===== src/rtl/riscv_alu_arbiter_pkg.sv =====
// Shared definitions for the two-requester ALU arbiter: ALU opcodes,
// default widths, the arbiter state encoding and the multi-cycle opcode test.
// Optional build macro used elsewhere: RISCV_ALU_ARB_FIXED_PRI_EN.
package riscv_alu_pkg;

    localparam int ALU_WIDTH_DEF      = 32;
    localparam int ALU_CTRL_WIDTH_DEF = 5;
    localparam int FLAGS_WIDTH        = 4;
    localparam int CNT_WIDTH          = 4;

    localparam logic [4:0] OP_ADD  = 5'b00000;
    localparam logic [4:0] OP_SUB  = 5'b00001;
    localparam logic [4:0] OP_AND  = 5'b00010;
    localparam logic [4:0] OP_OR   = 5'b00011;
    localparam logic [4:0] OP_XOR  = 5'b00100;
    localparam logic [4:0] OP_MUL  = 5'b00101;
    localparam logic [4:0] OP_DIV  = 5'b00110;
    localparam logic [4:0] OP_DIVU = 5'b00111;
    localparam logic [4:0] OP_REM  = 5'b01000;
    localparam logic [4:0] OP_REMU = 5'b01001;
    localparam logic [4:0] OP_SLL  = 5'b01010;
    localparam logic [4:0] OP_SRL  = 5'b01011;
    localparam logic [4:0] OP_SRA  = 5'b01100;
    localparam logic [4:0] OP_SLT  = 5'b01101;
    localparam logic [4:0] OP_SLTU = 5'b01110;
    localparam logic [4:0] OP_SGE  = 5'b01111;
    localparam logic [4:0] OP_SGEU = 5'b10000;
    localparam logic [4:0] OP_MULH = 5'b10001;
    localparam logic [4:0] OP_SEQ  = 5'b10010;
    localparam logic [4:0] OP_SNE  = 5'b10011;

    typedef enum logic [1:0] {
        ARB_IDLE = 2'd0,
        ARB_EXEC = 2'd1,
        ARB_RESP = 2'd2
    } arb_state_e;

    // The divide/remainder family occupies the ALU for several cycles;
    // everything else, including undefined opcodes, is a single-cycle op.
    function automatic logic is_multicycle(input logic [31:0] ctrl);
        return (ctrl >= 32'(OP_DIV)) && (ctrl <= 32'(OP_REMU));
    endfunction

endpackage


===== src/rtl/riscv_alu_arbiter_if.sv =====
// Bundle of request, ALU and response signals between two requesters,
// the shared ALU and the arbiter. The arbiter uses the slave view.
interface riscv_alu_arbiter_if
    import riscv_alu_pkg::*;
#(
    parameter int ALU_WIDTH      = ALU_WIDTH_DEF,
    parameter int ALU_CTRL_WIDTH = ALU_CTRL_WIDTH_DEF
);
    logic [1:0]                     req_valid;
    logic [1:0]                     req_ready;
    logic [1:0][ALU_CTRL_WIDTH-1:0] req_ctrl;
    logic [1:0][ALU_WIDTH-1:0]      req_ina;
    logic [1:0][ALU_WIDTH-1:0]      req_inb_reg;
    logic [1:0][ALU_WIDTH-1:0]      req_inb_imm;
    logic [1:0]                     req_alusrc;

    logic [ALU_CTRL_WIDTH-1:0]      alu_ctrl;
    logic [ALU_WIDTH-1:0]           alu_ina;
    logic [ALU_WIDTH-1:0]           alu_inb_reg;
    logic [ALU_WIDTH-1:0]           alu_inb_imm;
    logic                           alu_alusrc;
    logic [ALU_WIDTH-1:0]           alu_out;
    logic                           alu_overflow;
    logic                           alu_carry;
    logic                           alu_negative;
    logic                           alu_zero;

    logic                           rsp_valid;
    logic                           rsp_id;
    logic [ALU_WIDTH-1:0]           rsp_data;
    logic [FLAGS_WIDTH-1:0]         rsp_flags;
    logic                           rsp_ready;

    modport slave (
        input  req_valid, req_ctrl, req_ina, req_inb_reg, req_inb_imm, req_alusrc,
        output req_ready,
        output alu_ctrl, alu_ina, alu_inb_reg, alu_inb_imm, alu_alusrc,
        input  alu_out, alu_overflow, alu_carry, alu_negative, alu_zero,
        output rsp_valid, rsp_id, rsp_data, rsp_flags,
        input  rsp_ready
    );

    modport master (
        output req_valid, req_ctrl, req_ina, req_inb_reg, req_inb_imm, req_alusrc,
        input  req_ready,
        input  alu_ctrl, alu_ina, alu_inb_reg, alu_inb_imm, alu_alusrc,
        output alu_out, alu_overflow, alu_carry, alu_negative, alu_zero,
        input  rsp_valid, rsp_id, rsp_data, rsp_flags,
        output rsp_ready
    );

endinterface


===== src/rtl/riscv_alu_arbiter_rr.sv =====
// Two-way grant selection for the ALU arbiter. Default build is round-robin
// with a one-bit pointer; defining RISCV_ALU_ARB_FIXED_PRI_EN makes
// requester 0 always win and removes the pointer.
module riscv_rr_arbiter (
    input  logic       clk,
    input  logic       reset,
    input  logic [1:0] req,
    input  logic       accept,
    output logic       grant_id
);

`ifdef RISCV_ALU_ARB_FIXED_PRI_EN

    // Requester 1 only wins when requester 0 is not asking.
    assign grant_id = req[1] & ~req[0];

    logic unused_rr;
    assign unused_rr = &{1'b0, clk, reset, accept};

`else

    logic prio_q;
    logic prio_d;

    // A lone requester wins outright; on a tie the pointer decides.
    always_comb begin
        grant_id = 1'b0;
        case (req)
            2'b01:   grant_id = 1'b0;
            2'b10:   grant_id = 1'b1;
            2'b11:   grant_id = prio_q;
            default: grant_id = 1'b0;
        endcase
    end

    // Only a real accept moves the pointer, handing priority to the other side.
    always_comb begin
        prio_d = accept ? ~grant_id : prio_q;
    end

    // Pointer register; after reset requester 0 is favoured.
    always_ff @(posedge clk or negedge reset) begin
        if (!reset) begin
            prio_q <= 1'b0;
        end else begin
            prio_q <= prio_d;
        end
    end

`endif

endmodule


===== src/rtl/riscv_alu_arbiter.sv =====
// Shares one combinational ALU between two requesters. A request is latched,
// held on the ALU inputs for its occupancy, and the result is returned with
// the requester id. Optional macro: RISCV_ALU_ARB_FIXED_PRI_EN (fixed priority
// to requester 0 instead of round-robin).
module riscv_alu_arbiter
    import riscv_alu_pkg::*;
#(
    parameter int ALU_WIDTH      = ALU_WIDTH_DEF,
    parameter int ALU_CTRL_WIDTH = ALU_CTRL_WIDTH_DEF,
    parameter int DIV_CYCLES     = 4
) (
    input logic                clk,
    input logic                reset,
    riscv_alu_arbiter_if.slave bus
);

    localparam logic [1:0] S_IDLE = ARB_IDLE;
    localparam logic [1:0] S_EXEC = ARB_EXEC;
    localparam logic [1:0] S_RESP = ARB_RESP;

    localparam logic [CNT_WIDTH-1:0] DIV_LOAD = CNT_WIDTH'(DIV_CYCLES);

    logic [1:0]                state_q, state_d;
    logic [CNT_WIDTH-1:0]      cnt_q, cnt_d;
    logic                      id_q, id_d;
    logic [ALU_CTRL_WIDTH-1:0] ctrl_q, ctrl_d;
    logic [ALU_WIDTH-1:0]      ina_q, ina_d;
    logic [ALU_WIDTH-1:0]      inb_reg_q, inb_reg_d;
    logic [ALU_WIDTH-1:0]      inb_imm_q, inb_imm_d;
    logic                      alusrc_q, alusrc_d;
    logic                      rsp_id_q, rsp_id_d;
    logic [ALU_WIDTH-1:0]      rsp_data_q, rsp_data_d;
    logic [FLAGS_WIDTH-1:0]    rsp_flags_q, rsp_flags_d;

    logic                      grant_id;
    logic [1:0]                req_ready;
    logic                      accept;

    riscv_rr_arbiter u_arb (
        .clk      (clk),
        .reset    (reset),
        .req      (bus.req_valid),
        .accept   (accept),
        .grant_id (grant_id)
    );

    // Ready is offered only in IDLE, only to the granted requester, and is
    // forced low while reset is held so nothing can be accepted then.
    always_comb begin
        req_ready = 2'b00;
        if (reset && (state_q == S_IDLE)) begin
            req_ready = bus.req_valid & (grant_id ? 2'b10 : 2'b01);
        end
    end

    assign accept        = |req_ready;
    assign bus.req_ready = req_ready;

    assign bus.alu_ctrl    = ctrl_q;
    assign bus.alu_ina     = ina_q;
    assign bus.alu_inb_reg = inb_reg_q;
    assign bus.alu_inb_imm = inb_imm_q;
    assign bus.alu_alusrc  = alusrc_q;

    assign bus.rsp_valid = (state_q == S_RESP);
    assign bus.rsp_id    = rsp_id_q;
    assign bus.rsp_data  = rsp_data_q;
    assign bus.rsp_flags = rsp_flags_q;

    // Next-state logic. The counter reads 0 in the first EXEC cycle, which is
    // where the occupancy is loaded; the result is captured when it reaches 1,
    // giving occupancy+1 cycles from accept to response.
    always_comb begin
        state_d     = state_q;
        cnt_d       = cnt_q;
        id_d        = id_q;
        ctrl_d      = ctrl_q;
        ina_d       = ina_q;
        inb_reg_d   = inb_reg_q;
        inb_imm_d   = inb_imm_q;
        alusrc_d    = alusrc_q;
        rsp_id_d    = rsp_id_q;
        rsp_data_d  = rsp_data_q;
        rsp_flags_d = rsp_flags_q;
        case (state_q)
            S_IDLE: begin
                if (accept) begin
                    state_d   = S_EXEC;
                    cnt_d     = '0;
                    id_d      = grant_id;
                    ctrl_d    = bus.req_ctrl[grant_id];
                    ina_d     = bus.req_ina[grant_id];
                    inb_reg_d = bus.req_inb_reg[grant_id];
                    inb_imm_d = bus.req_inb_imm[grant_id];
                    alusrc_d  = bus.req_alusrc[grant_id];
                end
            end
            S_EXEC: begin
                if (cnt_q == '0) begin
                    cnt_d = is_multicycle(32'(ctrl_q)) ? DIV_LOAD : CNT_WIDTH'(1);
                end else if (cnt_q == CNT_WIDTH'(1)) begin
                    cnt_d       = '0;
                    state_d     = S_RESP;
                    rsp_id_d    = id_q;
                    rsp_data_d  = bus.alu_out;
                    rsp_flags_d = {bus.alu_overflow, bus.alu_carry,
                                   bus.alu_negative, bus.alu_zero};
                end else begin
                    cnt_d = cnt_q - CNT_WIDTH'(1);
                end
            end
            S_RESP: begin
                if (bus.rsp_ready) begin
                    state_d = S_IDLE;
                end
            end
            default: begin
                state_d = S_IDLE;
                cnt_d   = '0;
            end
        endcase
    end

    // State, operand and response registers; reset aborts any operation.
    always_ff @(posedge clk or negedge reset) begin
        if (!reset) begin
            state_q     <= S_IDLE;
            cnt_q       <= '0;
            id_q        <= 1'b0;
            ctrl_q      <= '0;
            ina_q       <= '0;
            inb_reg_q   <= '0;
            inb_imm_q   <= '0;
            alusrc_q    <= 1'b0;
            rsp_id_q    <= 1'b0;
            rsp_data_q  <= '0;
            rsp_flags_q <= '0;
        end else begin
            state_q     <= state_d;
            cnt_q       <= cnt_d;
            id_q        <= id_d;
            ctrl_q      <= ctrl_d;
            ina_q       <= ina_d;
            inb_reg_q   <= inb_reg_d;
            inb_imm_q   <= inb_imm_d;
            alusrc_q    <= alusrc_d;
            rsp_id_q    <= rsp_id_d;
            rsp_data_q  <= rsp_data_d;
            rsp_flags_q <= rsp_flags_d;
        end
    end

endmodule

===== src/flat_wrapper.sv =====
// flat-port wrapper written by rule: the top's interface ports become plain ports
module riscv_alu_arbiter_flat import riscv_alu_pkg::*;
#(
    parameter int ALU_WIDTH      = ALU_WIDTH_DEF,
    parameter int ALU_CTRL_WIDTH = ALU_CTRL_WIDTH_DEF,
    parameter int DIV_CYCLES     = 4
)
  (clk, reset, bus_req_valid, bus_req_ctrl, bus_req_ina, bus_req_inb_reg, bus_req_inb_imm, bus_req_alusrc, bus_req_ready, bus_alu_ctrl, bus_alu_ina, bus_alu_inb_reg, bus_alu_inb_imm, bus_alu_alusrc, bus_alu_out, bus_alu_overflow, bus_alu_carry, bus_alu_negative, bus_alu_zero, bus_rsp_valid, bus_rsp_id, bus_rsp_data, bus_rsp_flags, bus_rsp_ready);
  riscv_alu_arbiter_if #(.ALU_WIDTH(ALU_WIDTH), .ALU_CTRL_WIDTH(ALU_CTRL_WIDTH)) bus_i ();
  input logic clk;
  input logic reset;
  input wire logic [$bits(bus_i.req_valid)-1:0] bus_req_valid;
  input wire logic [$bits(bus_i.req_ctrl)-1:0] bus_req_ctrl;
  input wire logic [$bits(bus_i.req_ina)-1:0] bus_req_ina;
  input wire logic [$bits(bus_i.req_inb_reg)-1:0] bus_req_inb_reg;
  input wire logic [$bits(bus_i.req_inb_imm)-1:0] bus_req_inb_imm;
  input wire logic [$bits(bus_i.req_alusrc)-1:0] bus_req_alusrc;
  output wire logic [$bits(bus_i.req_ready)-1:0] bus_req_ready;
  output wire logic [$bits(bus_i.alu_ctrl)-1:0] bus_alu_ctrl;
  output wire logic [$bits(bus_i.alu_ina)-1:0] bus_alu_ina;
  output wire logic [$bits(bus_i.alu_inb_reg)-1:0] bus_alu_inb_reg;
  output wire logic [$bits(bus_i.alu_inb_imm)-1:0] bus_alu_inb_imm;
  output wire logic [$bits(bus_i.alu_alusrc)-1:0] bus_alu_alusrc;
  input wire logic [$bits(bus_i.alu_out)-1:0] bus_alu_out;
  input wire logic [$bits(bus_i.alu_overflow)-1:0] bus_alu_overflow;
  input wire logic [$bits(bus_i.alu_carry)-1:0] bus_alu_carry;
  input wire logic [$bits(bus_i.alu_negative)-1:0] bus_alu_negative;
  input wire logic [$bits(bus_i.alu_zero)-1:0] bus_alu_zero;
  output wire logic [$bits(bus_i.rsp_valid)-1:0] bus_rsp_valid;
  output wire logic [$bits(bus_i.rsp_id)-1:0] bus_rsp_id;
  output wire logic [$bits(bus_i.rsp_data)-1:0] bus_rsp_data;
  output wire logic [$bits(bus_i.rsp_flags)-1:0] bus_rsp_flags;
  input wire logic [$bits(bus_i.rsp_ready)-1:0] bus_rsp_ready;
  assign bus_i.req_valid = bus_req_valid;
  assign bus_i.req_ctrl = bus_req_ctrl;
  assign bus_i.req_ina = bus_req_ina;
  assign bus_i.req_inb_reg = bus_req_inb_reg;
  assign bus_i.req_inb_imm = bus_req_inb_imm;
  assign bus_i.req_alusrc = bus_req_alusrc;
  assign bus_req_ready = bus_i.req_ready;
  assign bus_alu_ctrl = bus_i.alu_ctrl;
  assign bus_alu_ina = bus_i.alu_ina;
  assign bus_alu_inb_reg = bus_i.alu_inb_reg;
  assign bus_alu_inb_imm = bus_i.alu_inb_imm;
  assign bus_alu_alusrc = bus_i.alu_alusrc;
  assign bus_i.alu_out = bus_alu_out;
  assign bus_i.alu_overflow = bus_alu_overflow;
  assign bus_i.alu_carry = bus_alu_carry;
  assign bus_i.alu_negative = bus_alu_negative;
  assign bus_i.alu_zero = bus_alu_zero;
  assign bus_rsp_valid = bus_i.rsp_valid;
  assign bus_rsp_id = bus_i.rsp_id;
  assign bus_rsp_data = bus_i.rsp_data;
  assign bus_rsp_flags = bus_i.rsp_flags;
  assign bus_i.rsp_ready = bus_rsp_ready;
  riscv_alu_arbiter #(.ALU_WIDTH(ALU_WIDTH), .ALU_CTRL_WIDTH(ALU_CTRL_WIDTH), .DIV_CYCLES(DIV_CYCLES)) u_core (.clk(clk), .reset(reset), .bus(bus_i));
endmodule

===== config.mk =====
export PLATFORM = sky130hd
export DESIGN_NAME = riscv_alu_arbiter_flat
export DESIGN_NICKNAME = d
export VERILOG_FILES = /design/src/rtl/riscv_alu_arbiter_pkg.sv /design/src/rtl/riscv_alu_arbiter_if.sv /design/src/rtl/riscv_alu_arbiter_rr.sv /design/src/rtl/riscv_alu_arbiter.sv /design/src/flat_wrapper.sv
export SDC_FILE = /design/constraint.sdc
export NUM_CORES = 1
export LEC_CHECK = 0
export BUFFER_PORTS_ARGS = -buffer_cell sky130_fd_sc_hd__buf_2
export CAP_MARGIN = 40
export CELL_PAD_IN_SITES_DETAIL_PLACEMENT = 0
export CELL_PAD_IN_SITES_GLOBAL_PLACEMENT = 1
export CORE_AREA = 2 2 152 154
export DETAILED_ROUTE_END_ITERATION = 16
export DIE_AREA = 0 0 154 156
export PLACE_DENSITY = 0.77
export SLEW_MARGIN = 25
export SYNTH_ARGS = -nofsm -noshare
export SYNTH_HDL_FRONTEND = slang
export SYNTH_SLANG_ARGS = --single-unit

===== constraint.sdc =====
create_clock -name clk -period 2.3 [get_ports clk]
set_clock_uncertainty 0.2 [all_clocks]
set_input_delay 0.23 -clock clk [delete_from_list [all_inputs] [get_ports clk]]
set_output_delay 0.23 -clock clk [all_outputs]
set_load 0.05 [all_outputs]

==> results.md <==
- Met3 Wirelength: roughly 1500 um
- Synth async-reset ratio: 1.00
- Slew headroom: 0.378
- GR Util All Layers: 0.182
- Number of nets in the synthesized netlist: around 820
- Violation count after the first detailed-routing iteration: ~320
- Total power divided by cell area: 1370 nW/um^2
- Average footprint of a synthesized cell: about 12 sq um
- Number of cells on the worst reg-to-reg path: 6
- Final setup viols: 0
- Area of the placeable core: ~22000 sq um
- Endpoint of the worst-slack reg-to-reg timing path: u_core.bus.alu_inb_reg[28]$_DFFE_PN0P_
- Final non-filler cell total: 1503
- Yosys top cell by area: sky130_fd_sc_hd__dfrtp_1
- DRC violations left: 0
- Detailed-placement wirelength estimate: 14000 um
- Antenna violations before repair: 1
- Launch point of the worst hold path: reset
- Number of register bits inferred by synthesis: between 100 and 150
- Origin of the critical flop-to-flop path: u_core.u_arb.prio_q$_DFFE_PN0P_
- Via count of the first global-routing pass: around 7000
- Post-detailed-route count of antenna-violating nets: 0
- Share of cell area taken by muxes after synthesis: 0.228
- Sequential-to-total area share from yosys stat: 0.555
- Measured slew at the worst slew-check pin: a little over 0.9 ns
- Pre-CTS WS: between 0.3 and 0.4 ns
- Wire length after detailed routing: 24100 um
- Most common library cells after synthesis: sky130_fd_sc_hd__dfrtp_1 (147), sky130_fd_sc_hd__nand2_1 (107), sky130_fd_sc_hd__mux2i_1 (102)
- Main synth FF type: sky130_fd_sc_hd__dfrtp_1
- Die Outline Area: approximately 24000 sq um
- Final worst path period need: between 2 and 2.5 ns
- FMAX: between 400 and 500 MHz
- Count of endpoints failing hold in the final timing report: 0
- Slack of the worst reg-to-reg path: roughly 0.06 ns
- Number of clock buffers inserted by TritonCTS: 17
- Total clock sinks: 147
- Routed vias: roughly 6700
- Worst hold margin: about 0.081 ns
- Worst Setup Slack, final: 0.0615 ns
- Setup repair after global routing missed its margin: true
- Number of buffers inserted by port buffering: ~390
- TritonCTS clock tree: done
- Placed cells: about 1200
- Area fraction of the dominant cell type after synthesis: 0.555
- Worst min-delay path class: input pin to register
- Total number of placement rows: 55
- Fill cells: 1869
- Area Overhead vs Synth: 81.6%
- Count of flip-flops with a built-in enable after synthesis: 0
- Number of violations of the max-capacitance limit: 0
- Destination of the worst hold path: u_core.cnt_q[0]$_DFFE_PN0P_
- Synthesized instance count: around 570
- Wire length per cell after detailed routing: between 15 and 20 um
- Final-report max-slew violation count: 0
- Max H-tree Level: 4
- Share of post-route cells with drive strength above 1: 0.397
- Post-synthesis simple-gate area fraction: 0.0807
- Vertical die dimension: about 160 um
- CP Cell Sequence: o21ai_4 > buf_6 > clkbuf_16 > mux2i_1 > dlygate4sd3_1 > o21ai_0
- Area share of xor/xnor cells in the synthesized design: 0
- Synthesized-area fraction occupied by ao, oa, aoi and oai cells: 0.0916
- Number of nets at the end of the flow: about 1500
- Standard cell with the maximum stage delay on the critical path: sky130_fd_sc_hd__dlygate4sd3_1
- Standby leakage power: around 0.0063 uW
- Met1 layer wirelength in the final routing: 9500 um
- Number of warnings reported in the yosys synthesis log: 0
- Clk Latency, worst-skew pair: between 0.4 and 0.5 ns
- Post-synthesis adder-cell area fraction: 0.00378
- Via-to-Cell Ratio: around 4.5
- Total negative slack: 0 ns
- Delay contributed by the slowest stage of the critical path: 0.58 ns
- RePlAce Congestion: about 0.74
- Number of unique standard cell types used by synthesis: 33
- Top area cells in the synthesized netlist: sky130_fd_sc_hd__dfrtp_1 (56%), sky130_fd_sc_hd__mux2i_1 (15%), sky130_fd_sc_hd__nand2_1 (6.1%)
- Peak supply drop: approximately 0.00070 V
- Largest net degree at the start of global routing: ~150
- Initial standard-cell utilization of the core: 0.296
- CTS clock-pin slew for the worst setup and hold paths: ~0.060 ns
- Tcrit/Tclk final: 0.973
- Root buffer cell: sky130_fd_sc_hd__clkbuf_16
- Kind of start point of the critical path: register
- Worst Path Max Fanout: 13
- Post-layout total power: between 15000 and 20000 uW
- Die span in x: about 150 um
- Ports placed on the boundary: between 300 and 400
- Worst EP required: approximately 2.4 ns
- CP Capture Type: register
- Leading cell type by number of instances after synthesis: sky130_fd_sc_hd__dfrtp_1
- Result of the run: completed
- Cells on Worst Hold Path: 4
- Detailed route wirelength on metal2: between 10000 and 15000 um
- Aggregate global routing overflow: 0
- Largest family of logic cells by synthesized area: multiplexers
- Maximum clock path buffer count: 2
- Post-Synthesis Cell Area: 6620 sq um
- Top routing layer in use: met4
- Critical Setup Path Class: register to register
- First-pass detailed-route iteration total: 4
- Critical path arrival: 2.32 ns
- Wire length of the first global-routing pass: between 30000 and 40000 um
-- cell usage in the layout, fill, tap and decap left out, drive strengths merged --
master / n
a211oi: 1
a21oi: 1
diode: 1
bufinv: 1
mux2i: 102
a21o: 2
nand2b: 2
inv: 14
ha: 2
o21ai: 108
nand2: 108
nand4: 1
mux2: 37
or2: 1
dlygate4sd3: 245
dfrtp: 147
clkbuf: 20
nor3b: 1
nor3: 2
clkinv: 1
nor2b: 2
buf: 402
nor4bb: 1
nor4b: 2
o31ai: 2
a31oi: 2
o211ai: 1
and2b: 1
clkinvlp: 3
nor2: 5
-- worst max path at each step --
stage / end / cells past startpoint / slack [ns] / start
2_1_floorplan: bus_req_ready[0] / 4 / 0.21 / u_core.u_arb.prio_q$_DFFE_PN0P_
3_3_place_gp: u_core.bus.rsp_data[24]$_DFFE_PN0P_ / 6 / 0.35 / u_core.cnt_q[0]$_DFFE_PN0P_
3_5_place_dp: u_core.bus.rsp_data[25]$_DFFE_PN0P_ / 6 / 0.30 / u_core.cnt_q[0]$_DFFE_PN0P_
4_1_cts: bus_req_ready[0] / 4 / 0.002 / u_core.state_q[0]$_DFFE_PN0P_
5_1_grt: u_core.bus.alu_ctrl[0]$_DFFE_PN0P_ / 6 / -0.005 / u_core.u_arb.prio_q$_DFFE_PN0P_
6_report: u_core.bus.alu_inb_reg[28]$_DFFE_PN0P_ / 6 / 0.06 / u_core.u_arb.prio_q$_DFFE_PN0P_
-- metrics by stage --
step	util	cell area, sq um
final	0.538	12000
after CTS	0.531	11900
after floorplan	-	6620
after detailed placement	0.396	8850
after global placement	0.396	8850
after global routing	0.538	12000
-- layer usage --
layer  global-route usage  vias up
li1                     -     3258
met1                0.198     3140
met2                0.332      289
met3               0.0483       60
met4               0.0837        0
met5                    0        -
-- worst max-delay path, delay by kind of cell, from the launching register on --
family	cells	cell delay, ns
flip-flops	1	0.43
buffers and inverters	3	0.98
AO/OA/AOI/OAI	2	0.27
multiplexers	1	0.22
-- power breakdown --
part	leakage (uW)	switching [uW]	internal (uW)
clock network	0.000279	1220	1540
registers	0.00180	724	3840
logic	0.00422	6410	2760
-- timing repair --
action	CTS	global route
buffers inserted	0	4
resized for setup	0	8
setup endpoints to repair	0	81
hold buffers	245	0
endpoints found under the hold margin	288	0
-- kinds of logic (layout without fill, tap and decap cells) --
family | after synthesis | in the layout
flops | 147 | 147
mux | 139 | 139
simple gates | 126 | 126
compound gates | 117 | 117
buf+inv | 41 | 686
fa+ha+maj | 2 | 2
other cells | 0 | 1
-- cell type report --
type / count / area, sq um / area share
flip-flops and latches: 147 / 3680 / 0.306
multi-input cells: 384 / 2700 / 0.225
repair buffers: 650 / 4690 / 0.390
clock inverters: 15 / 155 / 0.0129
well taps: 285 / 357 / 0.0297
inverters: 4 / 15.0 / 0.00125
diodes: 1 / 2.50 / 0.000208
clock buffers: 17 / 425 / 0.0354
Note: power is estimated with default switching activity, not from simulation.
